**src/rtl/ball_collision_detect.sv**
```systemverilog
`default_nettype none
// ============================================================================
// Module      : ball_collision_detect
// Description : Once per frame tick, latches three ball centres and tests the
//               pairs 1-2, 1-3 and 2-3 in sequence on one shared
//               square-and-sum datapath. A pair overlaps when its squared
//               centre distance is <= (2*BALL_R)^2. Only contacts that were
//               not already present on the previous pass are reported in
//               flag, so a resting overlap does not re-trigger a bounce.
// Ports       : clk        - system clock
//               rst        - synchronous active-high reset
//               frame_tick - one-cycle pulse requesting a detection pass
//               bN_x, bN_y - ball N centre (unsigned, POS_W bits)
//               flag       - 3'b011 new 1-2, 3'b101 new 1-3, 3'b110 new 2-3
//               pair_mask  - raw overlap: bit0 1-2, bit1 1-3, bit2 2-3
//               flag_valid - one-cycle pulse when flag/pair_mask update
//               busy       - high while a pass is in progress
// Revision    : 1.0 - initial release
// ============================================================================
module ball_collision_detect #(
    parameter int POS_W  = 10,
    parameter int BALL_R = 8
) (
    input  logic             clk,
    input  logic             rst,
    input  logic             frame_tick,
    input  logic [POS_W-1:0] b1_x,
    input  logic [POS_W-1:0] b1_y,
    input  logic [POS_W-1:0] b2_x,
    input  logic [POS_W-1:0] b2_y,
    input  logic [POS_W-1:0] b3_x,
    input  logic [POS_W-1:0] b3_y,
    output logic [2:0]       flag,
    output logic [2:0]       pair_mask,
    output logic             flag_valid,
    output logic             busy
);

    localparam int SQ_W  = 2 * POS_W;
    localparam int SUM_W = 2 * POS_W + 1;

    localparam int              c_THRESH_I = 4 * BALL_R * BALL_R;
    localparam logic [SUM_W-1:0] c_THRESH  = SUM_W'(c_THRESH_I);

    localparam logic [2:0] c_IDLE = 3'd0;
    localparam logic [2:0] c_D12  = 3'd1;
    localparam logic [2:0] c_S12  = 3'd2;
    localparam logic [2:0] c_D13  = 3'd3;
    localparam logic [2:0] c_S13  = 3'd4;
    localparam logic [2:0] c_D23  = 3'd5;
    localparam logic [2:0] c_S23  = 3'd6;
    localparam logic [2:0] c_DONE = 3'd7;

    logic [2:0]       r_state;
    logic [POS_W-1:0] r_x1, r_y1, r_x2, r_y2, r_x3, r_y3;
    logic [POS_W-1:0] r_dx, r_dy;
    logic [1:0]       r_ov;     // overlap results of pairs 1-2 and 1-3
    logic [2:0]       r_prev;   // overlap set seen on the previous pass

    logic [POS_W-1:0] w_xa, w_xb, w_ya, w_yb;
    logic [POS_W-1:0] w_dx, w_dy;
    logic [SQ_W-1:0]  w_sq_x, w_sq_y;
    logic [SUM_W-1:0] w_sum;
    logic             w_hit;
    logic [2:0]       w_ov_all;
    logic [2:0]       w_new;
    logic [2:0]       w_flag;

    // Operand select for the shared difference stage, keyed by the D state.
    always_comb begin
        w_xa = r_x1;
        w_ya = r_y1;
        w_xb = r_x2;
        w_yb = r_y2;
        case (r_state)
            c_D13: begin
                w_xb = r_x3;
                w_yb = r_y3;
            end
            c_D23: begin
                w_xa = r_x2;
                w_ya = r_y2;
                w_xb = r_x3;
                w_yb = r_y3;
            end
            default: ;
        endcase
    end

    // Subtract the smaller from the larger so the difference never wraps.
    assign w_dx = (w_xa >= w_xb) ? (w_xa - w_xb) : (w_xb - w_xa);
    assign w_dy = (w_ya >= w_yb) ? (w_ya - w_yb) : (w_yb - w_ya);

    // Full-width squares and sum: a maximum-span pair cannot overflow.
    assign w_sq_x = {{POS_W{1'b0}}, r_dx} * {{POS_W{1'b0}}, r_dx};
    assign w_sq_y = {{POS_W{1'b0}}, r_dy} * {{POS_W{1'b0}}, r_dy};
    assign w_sum  = {1'b0, w_sq_x} + {1'b0, w_sq_y};
    assign w_hit  = (w_sum <= c_THRESH);

    // In S23 the 2-3 result is still combinational; fold it in directly so
    // the outputs can be registered on the edge that enters DONE.
    assign w_ov_all = {w_hit, r_ov};
    assign w_new    = w_ov_all & ~r_prev;

    always_comb begin
        w_flag = 3'b000;
        if (w_new[0]) begin
            w_flag = 3'b011;
        end else if (w_new[1]) begin
            w_flag = 3'b101;
        end else if (w_new[2]) begin
            w_flag = 3'b110;
        end
    end

    assign busy = (r_state != c_IDLE) && (r_state != c_DONE);

    always_ff @(posedge clk) begin
        if (rst) begin
            r_state    <= c_IDLE;
            r_x1       <= '0;
            r_y1       <= '0;
            r_x2       <= '0;
            r_y2       <= '0;
            r_x3       <= '0;
            r_y3       <= '0;
            r_dx       <= '0;
            r_dy       <= '0;
            r_ov       <= '0;
            r_prev     <= '0;
            flag       <= '0;
            pair_mask  <= '0;
            flag_valid <= 1'b0;
        end else begin
            flag_valid <= 1'b0;
            case (r_state)
                c_IDLE: begin
                    if (frame_tick) begin
                        r_x1    <= b1_x;
                        r_y1    <= b1_y;
                        r_x2    <= b2_x;
                        r_y2    <= b2_y;
                        r_x3    <= b3_x;
                        r_y3    <= b3_y;
                        r_state <= c_D12;
                    end
                end
                c_D12: begin
                    r_dx    <= w_dx;
                    r_dy    <= w_dy;
                    r_state <= c_S12;
                end
                c_S12: begin
                    r_ov[0] <= w_hit;
                    r_state <= c_D13;
                end
                c_D13: begin
                    r_dx    <= w_dx;
                    r_dy    <= w_dy;
                    r_state <= c_S13;
                end
                c_S13: begin
                    r_ov[1] <= w_hit;
                    r_state <= c_D23;
                end
                c_D23: begin
                    r_dx    <= w_dx;
                    r_dy    <= w_dy;
                    r_state <= c_S23;
                end
                c_S23: begin
                    // Results land together with the DONE state so they are
                    // visible, with the flag_valid pulse, during DONE.
                    flag       <= w_flag;
                    pair_mask  <= w_ov_all;
                    r_prev     <= w_ov_all;
                    flag_valid <= 1'b1;
                    r_state    <= c_DONE;
                end
                c_DONE: begin
                    r_state <= c_IDLE;
                end
                default: begin
                    r_state <= c_IDLE;
                end
            endcase
        end
    end

endmodule
`default_nettype wire

```
**config.mk**
```make
export PLATFORM = sky130hd
export DESIGN_NAME = ball_collision_detect
export DESIGN_NICKNAME = d
export VERILOG_FILES = /design/src/rtl/ball_collision_detect.sv
export SDC_FILE = /design/constraint.sdc
export NUM_CORES = 1
export LEC_CHECK = 0
export CORE_MARGIN = 4
export CORE_UTILIZATION = 60
export CTS_CLUSTER_DIAMETER = 60
export DETAILED_ROUTE_END_ITERATION = 12
export PLACE_DENSITY = 0.81
export SETUP_SLACK_MARGIN = 0.4
export SLEW_MARGIN = 5
export SYNTH_ARGS = -nofsm -noshare
export SYNTH_HDL_FRONTEND = slang
export SYNTH_SLANG_ARGS = --single-unit
```
**constraint.sdc**
```tcl
create_clock -name clk -period 13.28 [get_ports clk]
set_input_delay 1.992 -clock clk [delete_from_list [all_inputs] [get_ports clk]]
set_output_delay 1.992 -clock clk [all_outputs]
set_load 0.02 [all_outputs]
```
* Word level (Yosys, flattened, before mapping)
Cells that the tools add are included.
Widths: inputs -> output; s select.
** Word-level totals
- Bits in registers :: 92
- Latch bits :: 0
- Bits in writable memories :: 0
- Bits in read-only memories :: 0
- Input port bits :: 63
- Output and inout bits :: 8
- Logic and storage cells :: 53
- Memories :: 0
** Cells by class
- Add/sub/neg operators :: 5
- Multipliers :: 2
- Divide/modulo/power cells :: 0
- Order comparisons :: 3
- Equal/unequal tests :: 9
- Shift-type cells :: 0
- Multiplexer cells :: 12
- Bitwise operators :: 2
- Reduce and logical (&&, ||, !) cells :: 6
** Operators with widths (number)
- $mux 10 :: 6
- $mul 10x10->20 :: 2
- $sub 10x10->10 :: 4
- $pmux 3 s8 :: 1
- $add 20x20->21 :: 1
- $le 21x9->1 const B :: 1
- $ge 10x10->1 :: 2
- $eq 3x3->1 const B :: 4
- $mux 3 :: 4
- $eq 3x2->1 const B :: 2
- $and 3x3->3 :: 1
- $eq 3x1->1 const B :: 1
- $logic_not 3->1 :: 1
- $ne 3x3->1 const B :: 1
- $not 3->3 :: 1
- $reduce_bool 3->1 :: 1
- $reduce_or 3->1 :: 1
- $ne 2x2->1 const B :: 1
- $reduce_and 2->1 :: 1
- $reduce_or 2->1 :: 1
- $logic_and 1x1->1 :: 1
- $mux 1 :: 1

* Depth between registers and ports, before layout
Gate-level depths: netlist of run 1.
- Word-level depth :: 7
- Mapped depth :: 26
- Depth with buffers taken out :: 25

* Least setup slack after synthesis of run 1
Ideal clock, no wire load.
- Path type :: reg2reg
- From :: reg r_dx[5]
- To :: reg r_ov[0]
- Library setup time :: 0.084 ns
- Data arrival time :: 6.549 ns
- Required time :: 13.196 ns
- Setup slack :: 6.647 ns
- Cell stages (with the launch flop) :: 24
- Buffers on the path :: 1
- Clock period less this slack :: 6.633 ns
- Path through :: dfxtp_1 clkbuf_1 and2_1 fa_1 inv_1 fa_1 inv_1 fa_1 fa_1 inv_1 fa_1 fa_1 inv_1 fa_1 ha_1 nand4_1 or3_1 and4_4 mux2i_1 o2111ai_1 a2111oi_2 nand4_1 or4_4 o31ai_2
** Between the ends
- Word-level cells in the longest chain between the ends :: 3
** RTL lines
- start, declared :: RTL line 56 : logic [POS_W-1:0] r_dx, r_dy;
- start signal, assigned :: RTL line 149 : r_dx <= w_dx;
- start signal, assigned :: RTL line 158 : r_dx <= w_dx;
- start signal, assigned :: RTL line 167 : r_dx <= w_dx;
- $mul 10x10->20 :: RTL line 95 : assign w_sq_x = {{POS_W{1'b0}}, r_dx} * {{POS_W{1'b0}}, r_dx};
- $add 20x20->21 :: RTL line 97 : assign w_sum = {1'b0, w_sq_x} + {1'b0, w_sq_y};
- $le 21x9->1 :: RTL line 98 : assign w_hit = (w_sum <= c_THRESH);
- end signal, assigned :: RTL line 154 : r_ov[0] <= w_hit;
- end, declared :: RTL line 57 : logic [1:0] r_ov;
No other way between the ends.
A chain may end at the register's enable or synchronous reset.

* Worst setup path in the final report of run 1
- From :: reg r_dy[7]
- To :: reg r_ov[1]
** Between the ends
- Word-level cells in the longest chain between the ends :: 3
** RTL lines
- start, declared :: RTL line 56
- start signal, assigned :: RTL line 150 : r_dy <= w_dy;
- start signal, assigned :: RTL line 159 : r_dy <= w_dy;
- start signal, assigned :: RTL line 168 : r_dy <= w_dy;
- $mul 10x10->20 :: RTL line 96 : assign w_sq_y = {{POS_W{1'b0}}, r_dy} * {{POS_W{1'b0}}, r_dy};
- $add 20x20->21 :: RTL line 97
- $le 21x9->1 :: RTL line 98
- end signal, assigned :: RTL line 163 : r_ov[1] <= w_hit;
No other way between the ends.

==> results of run 1 <==
## layout by cell type, fill, tap and decap left out, types with 6 or more instances in the layout
cell	count
inv_1	244
nand2_1	205
fa_1	134
ha_1	127
a21oi_1	103
dfxtp_1	92
clkdlybuf4s50_1	69
mux2i_1	56
and2_1	48
nor2_1	42
o21ai_0	29
xnor2_1	23
nor2b_1	20
nand2b_1	11
nor3_1	11
a211oi_1	11
mux2_2	10
xor2_1	9
nand4_1	9
nand3_1	9
clkbuf_16	9
a21o_1	8
a31oi_1	8
buf_4	6
## registers in the layout, summed over array words and instances, names as in the netlist
name and cells:
r_dy 10, r_x1 10, r_x2 10, r_y1 10, r_y2 10, r_dx 10
flag_valid 1, r_y3 10, r_x3 10, r_state 3, r_prev 3, flag 3
r_ov 2
## path summary, 6_finish.rpt
kind                            startpoint  endpoint  cells after the start
worst min-delay path               r_y3[5]   r_y3[5]                      2
worst min register to register     r_y3[5]   r_y3[5]                      2
worst max-delay path               r_dy[7]   r_ov[1]                     21
worst max register to register     r_dy[7]   r_ov[1]                     21
## per-stage QoR
| step | hold slack (ns) | power [W] |
|---|---|---|
| final | 0.457 | 0.00226 |
| after global routing | 0.466 | 0.00250 |
| after CTS | 0.456 | 0.00227 |
| after detailed placement | 0.446 | 0.00197 |
| after global placement | 0.441 | 0.00192 |
| after floorplan | 0.433 | 0.00162 |
## synthesized netlist by cell type, drive strengths merged (3+ instances only)
cell type    n  area (µm²)
a211oi      11        82.6
a21boi       3        22.5
a21o         8        60.1
a21oi      104         521
a31oi        8        50.1
and2        49         307
and3         3        20.0
buf         15        81.3
clkbuf      46         173
dfxtp       92        1840
fa         134        2680
ha         127        1590
inv        244         916
mux2        10         113
mux2i       56         561
nand2      206         773
nand2b      11        68.8
nand3        9        45.0
nand3b       3        22.5
nand4        9        56.3
nor2        42         158
nor2b       20         125
nor3        11        55.1
nor4         3        18.8
o2111ai      4        35.0
o211ai       3        22.5
o21ai       30         150
o21bai       4        30.0
o22ai        3        18.8
o311ai       3        26.3
o31ai        5        52.6
or2          4        25.0
or3          3        18.8
xnor2       23         201
xor2         9        78.8
## logic make-up after synthesis
| kind of cell | count (synthesis) | synth area share [%] |
|---|---|---|
| buf+inv | 306 | 10.4 |
| mux | 66 | 5.99 |
| fa+ha+maj | 261 | 38.0 |
| compound gates | 203 | 11.1 |
| xor+xnor | 32 | 2.49 |
| flops | 92 | 16.4 |
| simple gates | 380 | 15.6 |
## per-layer routing
| layer | share of wire [%] | wire length [µm] |
|---|---|---|
| met2 | 50 | 11900 |
| met3 | 3.5 | 827 |
| met5 | 0 | 0 |
| met4 | 3.2 | 764 |
| met1 | 43 | 10200 |
## critical path: cells and delay by family, from the launching register on
family	cells	cell delay, ns
adder cells (fa/ha/maj)	8	3.64
AND/OR/NAND/NOR	6	1.74
AO/OA/AOI/OAI	3	0.65
flip-flops	1	0.49
buffers and inverters	3	0.31
multiplexers	1	0.15
## final cells by class
cell class | instances | share of cell area (%)
multi-input combinational | 942 | 66.7
sequential | 92 | 14.9
inverter | 245 | 7.45
timing repair buffer | 76 | 6.00
tap | 229 | 2.32
clock buffer | 10 | 1.86
clock inverter | 6 | 0.770
## report_power, final
part	leakage, nW	internal, W	total, W	switching, W
combinational	5.33	0.000649	0.00155	0.000901
clock	0.151	0.000167	0.000282	0.000115
sequential	0.753	0.000338	0.000425	0.0000875
total	6.24	0.00115	0.00226	0.00110
==> qor.yml, run 1 <==
die:
  io_pins: 71
  core_area_um2: 18200
  die_area_um2: 21000
  row_count: 49
  start_util_pct: 61.7
  die_width_um: 145
  die_h_um: 145
grt:
  grt_pass1_wl_um: 40000
  grt_start_max_net_pins: 71
  antenna_found_initial: 0
  grt.met1_usage_pct: 30.1
  gr-usage-all-layers_pct: 23.5
  grtUsageMet2_pct: 41.0
  grt-busiest-layer: "met2"
  grt_pass1_vias: 8668
  grt_overflow: 0
  met3_usage_pct: 2.50
worst_setup_path:
  path_max_fanout: 10
  slowest_stage: "fa_1"
  crit_path_max_incr_delay_ns: 0.54
  arrival_ns: 7.32
  critPathKind: "reg2reg"
  cp_cell_sequence: "inv_1, nor2_1, fa_1, fa_1, inv_1, fa_1, inv_1, fa_1, fa_1, fa_1, ha_1, ha_1, nand4_1, or3_1, and4_4, mux2i_1, o2111ai_1, a2111oi_2, nand4_1, or4_4, o31ai_2"
  crit_top_cell: "fa_1"
  crit_required_ns: 13.54
  reg2reg_slack_ns: 6.22
  start_kind: "flop"
  cp-end-kind: "flop"
timing:
  clock_skew_ns: 0.00536
  period_needed_ns: 7.06
  min_period_over_period_pct: 53.2
  worst_slack_ns: 6.22
  fin_setup_tns_ns: 0
  max_slew.worst_pin.slew_ns: 1.05
  slew_headroom_pct: 30.0
  rsz0062_at_grt: "no"
  hold_viol_final: 0
  clock.fmax_mhz: 142
  drv_slew: 0
  setup_viol: 0
routing:
  ant_nets: 0
  drt-wirelength-per-cell_um: 14.8
  firstDrtPassIters: 5
  drc: 0
  wl_um: 23700
  vias: 8637
  avgViaCountPerCell: 5.40
  dr.first_iter.drc_count: 484
placed_design:
  postPlaceCellArea_um2: 12000
  hpwl_um: 19500
  place_congestion: 0.928
  placed_cells: 1584
  portBuffers: 70
  dpl_worst_slack_ns: 6.30
cells_and_area:
  layout.cells.non_filler: 1600
  drive_gt1_share_pct: 3.65
  multi_input_area_um2: 8230
  final_util_pct: 67.8
  final_cell_area_um2: 12300
  num-nets-final: 1690
  insertedDiodeCount: 0
  area_delta_synth_final_pct: 9.83
  n_fill_cell: 1483
  ff_latch_area_um2: 1840
power_and_ir_drop:
  power_leakage_nw: 6.24
  power_density_nw_per_um2: 183
  ir_drop_v: 0.000114
clock_network:
  htreeDepth: 3
  clockRootBuffer: "clkbuf_16"
  ctsHoldBuffers: 0
  clock_tree.buffer_depth: 2
  clk_latency_ns: 0.34
  clk_pin_slew_ns: 0.07
  numCtsBuffers: 9
  post_cts_resized: 0
  cts_tree: "yes"
  cts_setup_buffers: 0
  clkSinkCount: 92
synth:
  synth_flop_cell: "dfxtp_1"
  synth_edf_count: 0
  synthDistinctLibCells: 63
  synth_warnings: 0
  syn_area_um2: 11200
  synth_seq_cells: 92
  seq_area_frac_synth_pct: 16.4
  synthArstFlopShare_pct: 0
  netlist_instances: 1340
  syn_avg_cell_area_um2: 8.39
  synth_fp_nets: 1664
flow_run:
  max_cap_violations: 0
min_path:
  hold_class: "reg2reg"
status:
  status: "finished clean"
No activity file was read; power rests on OpenSTA's default activity.
==> run 2: changes to the inputs <==
==> constraint.sdc (replaced) <==
create_clock -name clk -period 7.4 [get_ports clk]
set_input_delay 1.11 -clock clk [delete_from_list [all_inputs] [get_ports clk]]
set_output_delay 1.11 -clock clk [all_outputs]
set_load 0.02 [all_outputs]
==> qor.yml, run 2 (synthesis gave the netlist of run 1 again) <==
power_and_ir_drop:
  power_leakage_nw: 6.42  # +2.9%
  p_int_w: 0.00221  # +92%
  power_w: 0.00430  # +90%
  switching_share_pct: 48.4  # -0.43 points
  ir_drop_v: 0.000185  # +63%
  p_seq_share_pct: 17.3  # -1.5 points
  clock_power_share_pct: 10.5  # -2.0 points
  p_comb_share_pct: 72.2  # +3.5 points
  p_sw_w: 0.00208  # +89%
  power_density_nw_per_um2: 336  # +83%
clock_network:
  clockRootBuffer: "clkbuf_16"
  htreeDepth: 3  # unchanged
  clkSinkCount: 92  # unchanged
  ctsHoldBuffers: 0  # unchanged
  numCtsBuffers: 9  # unchanged
  cts_tree: "yes"
  clock_tree.buffer_depth: 2  # unchanged
  clk_pin_slew_ns: 0.07  # about the same
  clk_latency_ns: 0.35  # about the same
min_path:
  hold_end: "r_y1[4]"
  worstHoldStart: "r_y1[4]"
  worstHoldPathCells: 2  # unchanged
  hold_class: "reg2reg"
die:
  die_area_um2: 21000  # unchanged
  core_area_um2: 18200  # unchanged
  die_width_um: 145  # unchanged
  start_util_pct: 61.7  # unchanged
  die_h_um: 145  # unchanged
  io_pins: 71  # unchanged
  row_count: 49  # unchanged
status:
  status: "finished clean"
timing:
  worst_slack_ns: 0.566  # -5.65 ns
  rsz0062_at_grt: "no"
  setup_viol: 0  # unchanged
  slew_headroom_pct: 27.0  # -3.0 points
  max_slew.worst_pin.slew_ns: 1.09  # +0.0442 ns
  clock_skew_ns: 0.00679  # +0.00143 ns
  clock.fmax_mhz: 146  # +3.4%
  min_period_over_period_pct: 92.4  # +39 points
  drv_slew: 0  # unchanged
  period_needed_ns: 6.83  # -0.230 ns
  fin_setup_tns_ns: 0  # unchanged
  hold_viol_final: 0  # unchanged
worst_setup_path:
  path_max_fanout: 10  # unchanged
  cp-end-kind: "flop"
  start_kind: "flop"
  r2r_start: "r_dx[5]"
  r2r-end: "r_ov[0]"
  crit_required_ns: 7.66  # -5.88 ns
  critPathKind: "reg2reg"
  worstRegToRegCells: 22  # +4.8%
  reg2reg_slack_ns: 0.57  # -5.65 ns
  arrival_ns: 7.10  # -0.22 ns
cells_and_area:
  final_common_cell: "inv_1"
  num-nets-final: 1723  # +2.0%
  layout.cells.non_filler: 1633  # +2.1%
  layout_common_cells: "inv_1 (238), nand2_1 (204), fa_1 (130), ha_1 (118), a21oi_1 (102)"
  area_delta_synth_final_pct: 13.9
  insertedDiodeCount: 0  # unchanged
  drive_gt1_share_pct: 9.40  # +5.8 points
routing:
  wl_um: 24700  # +3.9%
  vias: 8890  # +2.9%
  drc: 0  # unchanged
  wl_met2_um: 12600  # +5.6%
  drt-wirelength-per-cell_um: 15.1  # +1.8%
  routed.top_layer: "met4"
  firstDrtPassIters: 7  # +2
  dr.first_iter.drc_count: 548  # +13%
  drt-met1-wl_um: 10300  # +1.0%
  wl_met3_um: 867  # +4.8%
  avgViaCountPerCell: 5.44  # +0.85%
  ant_nets: 0  # unchanged
grt:
  grt_start_max_net_pins: 71  # unchanged
  grt_pass1_vias: 8885  # +2.5%
  gr-usage-all-layers_pct: 23.9  # +0.39 points
  antenna_found_initial: 0  # unchanged
  grt_pass1_wl_um: 40500  # +1.2%
  grt_overflow: 0  # unchanged
placed_design:
  place_congestion: 0.929  # about the same
  placed_cells: 1586  # +0.13%
  portBuffers: 70  # unchanged
  hpwl_um: 19700  # +1.1%
  dpl_worst_slack_ns: 0.360  # -5.94 ns
flow_run:
  max_cap_violations: 0  # unchanged
run 2: changes by cell type in the layout (fill, tap and decap cells not counted), sizes merged:
cell / change
buf: +31
bufinv: -2
clkbuf: +1
clkinv: +3
clkinvlp: +1
dlymetal6s2s: +1
inv: -2
run 2: layout make-up:
class	count	area (µm²)
Clock buffer	10	239
Clock inverter	6	60.1
Fill cell	1400	5410
Inverter	245	923
Multi-Input combinational cell	942	8400
Sequential cell	92	1900
Tap cell	229	287
Timing Repair Buffer	109	995
run 2: timing repair:
item,in CTS,in global routing
buffers inserted,0,31
pin swaps,0,29
endpoints found under the setup margin,4,5
gates resized for setup,1,72
run 2: metal layers:
layer / global-route usage, % / vias up
li1: - / 4387
met1: 30.6 / 4219
met2: 41.6 / 228
met3: 1.97 / 56
met4: 10.0 / 0
met5: 0 / -
run 2: how the worst max path moves through the flow:
stage / start / end / slack, ns / cells after the start
2_1_floorplan: r_dx[5] / r_ov[0] / 0.77 / 23
3_3_place_gp: r_dy[7] / r_ov[1] / 0.54 / 21
3_5_place_dp: r_dy[7] / r_ov[0] / 0.36 / 21
4_1_cts: r_dy[3] / r_ov[1] / 0.41 / 20
5_1_grt: r_dy[7] / r_ov[1] / 0.34 / 21
6_report: r_dx[5] / r_ov[0] / 0.57 / 22
run 2: metrics by stage:
step	util, %	hold WS (ns)	area [µm²]
2_1_floorplan	-	0.433	11200
3_3_place_gp	66.1	0.441	12000
3_5_place_dp	66.1	0.447	12000
4_1_cts	67.7	0.457	12300
5_1_grt	70.3	0.478	12800
6_report	70.3	0.454	12800
run 2: power groups by stage:
stage / clock [W] / sequential [W] / combinational, W
after global placement: 0 / 0.000750 / 0.00271
after global routing: 0.000478 / 0.000759 / 0.00351
after detailed placement: 0 / 0.000762 / 0.00279
after floorplan: 0 / 0.000669 / 0.00224
final: 0.000452 / 0.000744 / 0.00310
after CTS: 0.000459 / 0.000752 / 0.00281
run 2: critical path, cell delays in order, from the launching register on:
cell	delay, ns
dfxtp_4	0.38
buf_4	0.14
fa_1	0.53
inv_1	0.06
fa_1	0.55
inv_1	0.06
fa_1	0.44
fa_1	0.50
inv_1	0.06
fa_1	0.54
inv_1	0.05
fa_1	0.43
ha_1	0.33
ha_4	0.31
nand4_1	0.17
or3_4	0.42
and4_4	0.19
mux2i_1	0.14
o2111ai_1	0.15
a2111oi_2	0.37
nand4_1	0.13
or4_4	0.62
o31ai_2	0.18
